## config.mk

```make
export PLATFORM = sky130hd
export DESIGN_NAME = ifu_fetch
export DESIGN_NICKNAME = d
export VERILOG_FILES = /design/src/rtl/ifu_fetch.sv
export SDC_FILE = /design/constraint.sdc
export NUM_CORES = 1
export LEC_CHECK = 0
export CORE_ASPECT_RATIO = 0.8
export CORE_UTILIZATION = 43
export DETAILED_ROUTE_END_ITERATION = 8
export DONT_BUFFER_PORTS = 1
export GPL_TIMING_DRIVEN = 0
export RECOVER_POWER = 100
export SETUP_SLACK_MARGIN = 0.5
export SLEW_MARGIN = 15
export SYNTH_ARGS = -nofsm -noshare
export SYNTH_HDL_FRONTEND = slang
export SYNTH_SLANG_ARGS = --single-unit
```

## constraint.sdc

```tcl
create_clock -name clk -period 3.62 [get_ports clk]
set_clock_uncertainty 0.2 [all_clocks]
set_input_delay 0.362 -clock clk [delete_from_list [all_inputs] [get_ports clk]]
set_output_delay 0.362 -clock clk [all_outputs]
set_load 0.02 [all_outputs]
```

## src/rtl/ifu_fetch.sv

```systemverilog
// Instruction-fetch stage: owns the PC, issues one imem request at a time and
// holds the returned word in a single-entry slot that feeds decode.
module ifu_fetch #(
  parameter int                   DATAWIDTH = 32,
  parameter logic [DATAWIDTH-1:0] RESET_PC  = DATAWIDTH'(32'h0000_0000),
  parameter logic [DATAWIDTH-1:0] NOP_INSTR = DATAWIDTH'(32'h0000_0013)
) (
  input  logic                 clk,
  input  logic                 rst_n,
  input  logic                 id_ready,
  input  logic                 redirect_valid,
  input  logic [DATAWIDTH-1:0] redirect_pc,
  output logic                 imem_req,
  output logic [DATAWIDTH-1:0] imem_addr,
  input  logic                 imem_rvalid,
  input  logic [DATAWIDTH-1:0] imem_rdata,
  output logic                 if_valid,
  output logic [DATAWIDTH-1:0] instr,
  output logic [DATAWIDTH-1:0] PC_now
);

  typedef enum logic {S_FETCH, S_WAIT} state_t;

  state_t                 state;
  logic [DATAWIDTH-1:0]   pc;
  logic [DATAWIDTH-1:0]   fetch_pc;
  logic                   drop;
  logic                   capture;
  logic [DATAWIDTH-1:0]   redirect_aligned;

  assign redirect_aligned = redirect_pc & ~DATAWIDTH'(3);

  // A request is only issued when the slot is empty or being drained this
  // cycle, so a later capture can never overwrite an unconsumed instruction.
  assign imem_req  = rst_n && (state == S_FETCH) && !redirect_valid &&
                     (!if_valid || id_ready);
  assign imem_addr = pc;
  assign capture   = (state == S_WAIT) && imem_rvalid && !drop;

  always_ff @(posedge clk or negedge rst_n) begin
    if (!rst_n) begin
      state    <= S_FETCH;
      pc       <= RESET_PC;
      fetch_pc <= RESET_PC;
      drop     <= 1'b0;
      if_valid <= 1'b0;
      instr    <= NOP_INSTR;
      PC_now   <= RESET_PC;
    end else begin
      case (state)
        S_FETCH: begin
          if (imem_req) begin
            state    <= S_WAIT;
            fetch_pc <= pc;
          end
        end
        S_WAIT: begin
          if (imem_rvalid) begin
            state <= S_FETCH;
            drop  <= 1'b0;
          end else if (redirect_valid) begin
            drop <= 1'b1;
          end
        end
        default: state <= S_FETCH;
      endcase

      // Redirect outranks capture, which outranks plain consumption.
      if (redirect_valid) begin
        pc       <= redirect_aligned;
        if_valid <= 1'b0;
        instr    <= NOP_INSTR;
      end else if (capture) begin
        pc       <= fetch_pc + DATAWIDTH'(4);
        if_valid <= 1'b1;
        instr    <= imem_rdata;
        PC_now   <= fetch_pc;
      end else if (if_valid && id_ready) begin
        if_valid <= 1'b0;
        instr    <= NOP_INSTR;
      end
    end
  end

endmodule

```

==> impl_metrics.toml <==
[pwr]
powerDensity_nw_per_um2 = 670.7
power.leakage_uw = 0.003222
ir_worst_vdd_uv = 382.8

[setup_path]
rrSetupSlack_ps = 760
path_max_fanout = 10
setup.worst_path.start_class = "flop"
required_ps = 3770
crit-reg2reg-launch = "state$_DFF_PN0_"
endpoint_kind = "flop"
critPathLaunch = "state$_DFF_PN0_"
worstSetupPathType = "reg2reg"
crit_end = "instr[23]$_DFFE_PN0P_"
arrival_ps = 3010
r2r-end = "instr[23]$_DFFE_PN0P_"
reg2reg_depth = 7

[grt]
grt_pass1_vias = 4500
grt_usage = 0.2501
antenna_found_initial = 0
grt.overflow.total = 0
grt_max_degree = 133
grt_pass1_wl_microns = 24670

[timing]
finalCriticalPeriod_ps = 2862
fmax_mhz = 349.4
slew_headroom = 0.4452
finalHoldViolCount = 131
rsz0062_at_grt = "false"
finalSetupTns_ps = 0
fin_hold_ws_ps = -562.0
tightest_slew_ps = 829.2
min_period_over_period = 0.7906
finalMaxSlewViolations = 0
setup_violations = 0

[cells_and_area]
synthToLayoutAreaGrowth_pct = 26.98
layout.nets = 718
fin_util = 0.5682
fin_area_sq_um = 7013
antennaDiodeCount = 0
finalNonFillerCells = 832
layout-drive-gt1-share = 0.05295

[yosys]
seq_area_frac_synth = 0.5942
synth_top_area_share = 0.5800
yosysWarnings = 0
synth_edf_count = 0
synth_cell_type_count = 36
synth_common_cells = "nand2_1 (191), dfrtp_1 (128), o21ai_0 (37)"
ys_ff_latch = 131
async_flop_share = 1.000
synth.avg_cell_area_sq_um = 9.775
ys_top_cells_by_area = "dfrtp_1 (58%), nand2_1 (13%), a22o_1 (4.6%)"
yosysMostFrequentCell = "nand2_1"
syn_area_sq_um = 5523
syn-num-nets = 635
ys.flop_type = "dfrtp_1"
synth_cells = 565
yosys.area.top_type = "dfrtp_1"

[die]
die-area_sq_um = 13300
die_h_microns = 103.4
die_w_microns = 128.7
io_pins = 167
coreArea_sq_um = 12340
rows = 36
start_util = 0.4475

[cts]
cts_tree = "built"
clock_latency_ps = 420
cts_max_level = 4
cts.clk_slew.worst_paths_ps = 60
clock_sinks = 131
cts-buffers-inserted = 17
ctsResizeCount = 0
cts.root.buffer_cell = "clkbuf_16"
clk_path_buf_depth = 2
cts_setup_buffers = 0
cts_hold_buf = 64

[run]
cap_viol_max_count = 0

[routing]
via_count = 4490
first_iter_violations = 254
totalWireLength_microns = 15760
drc = 0
vias_per_cell = 5.397
ant_nets = 0
routedWlPerCell_microns = 18.94
drt-pass1-iter-count = 4

[run_status]
violations = "hold timing"
status = "complete, but fails checks"

[placement]
hpwl_microns = 10510
place_inst = 736
numPortBuffers = 0
dpl_cell_area_sq_um = 5737
gp_congestion = 0.8004

[worst_hold_path]
hp-class = "in2async"
==> kinds of logic (layout without fill, tap and decap cells) <==
family	count (synthesis)	in the layout	share of synthesized area
compound gates	105	105	0.1271
fa+ha+maj	1	1	0.002265
mux	4	4	0.007250
buf+inv	44	140	0.03081
simple gates	253	253	0.1955
flops	131	131	0.5942
xor+xnor	27	27	0.04282
==> flip-flops by register name, summed over array words and instances, names as in the netlist <==
name       flops
state          1
drop           1
instr         32
fetch_pc      32
if_valid       1
PC_now        32
imem_addr     32
==> power by group <==
| part | switching (uW) | leakage, uW | internal [uW] |
|---|---|---|---|
| sequential | 540 | 0.00169 | 1750 |
| combinational | 276 | 0.00122 | 236 |
| clock | 650 | 0.000315 | 1260 |
| total | 1470 | 0.00322 | 3240 |
==> worst min path at each step <==
stage | to | slack [ps] | cells past startpoint
after floorplan | PC_now[0]$_DFFE_PN0P_ | -130 | 0
after global placement | imem_addr[16]$_DFFE_PN0P_ | -130 | 0
after detailed placement | imem_addr[16]$_DFFE_PN0P_ | -130 | 0
after CTS | imem_addr[18]$_DFFE_PN0P_ | -570 | 0
after global routing | imem_addr[18]$_DFFE_PN0P_ | -580 | 0
final | imem_addr[18]$_DFFE_PN0P_ | -560 | 0
==> area by class of cell <==
type,count,area (sq um)
sequential,131,3282
clock buffer,19,452.9
multi-input combinational,390,2052
clock inverter,13,205.2
tap,171,214.0
timing repair buffer,64,640.6
buffer,36,136.4
fill,1124,5329
inverter,8,30.03
==> critical path, cell delays in order, from the launching register on <==
cell	delay (ps)
dfrtp_1	410
nand2_1	110
nor2_1	130
nor2_1	660
and2_0	250
clkbuf_1	380
clkbuf_1	450
a22o_1	210
==> per-layer routing <==
layer / GRT usage / share of wire / up-vias
li1: - / - / 2073
met1: 0.3312 / 0.45 / 2267
met2: 0.3942 / 0.48 / 133
met3: 0.07819 / 0.064 / 17
met4: 0.08145 / 0.013 / 0
met5: 0 / 0 / -
==> cells in the final DEF (no fill, tap or decap), types with 5 or more instances in the layout <==
cell type	Yosys	final
xnor2_1	18	18
a22oi_1	16	16
nand3_1	12	12
dlygate4sd3_1	0	64
inv_1	8	8
nor4_1	5	7
o21ai_0	37	38
nor3_1	6	6
bufinv_16	0	5
xor2_1	9	9
a21oi_1	12	12
clkbuf_16	0	17
clkbuf_1	26	34
nor2_1	14	14
or3_1	6	6
a22o_1	29	29
nand2_1	191	191
dfrtp_1	128	128
==> per-stage QoR <==
stage | hold WS (ps) | power (uW) | worst slack [ps]
2_1_floorplan | -133.6 | 2577 | 1454
3_3_place_gp | -127.5 | 2736 | 1035
3_5_place_dp | -127.4 | 2765 | 993.7
4_1_cts | -574.3 | 4743 | 780.5
5_1_grt | -583.9 | 4926 | 586.1
6_report | -562.0 | 4703 | 758.1
Power figures use the tool's default switching activity.
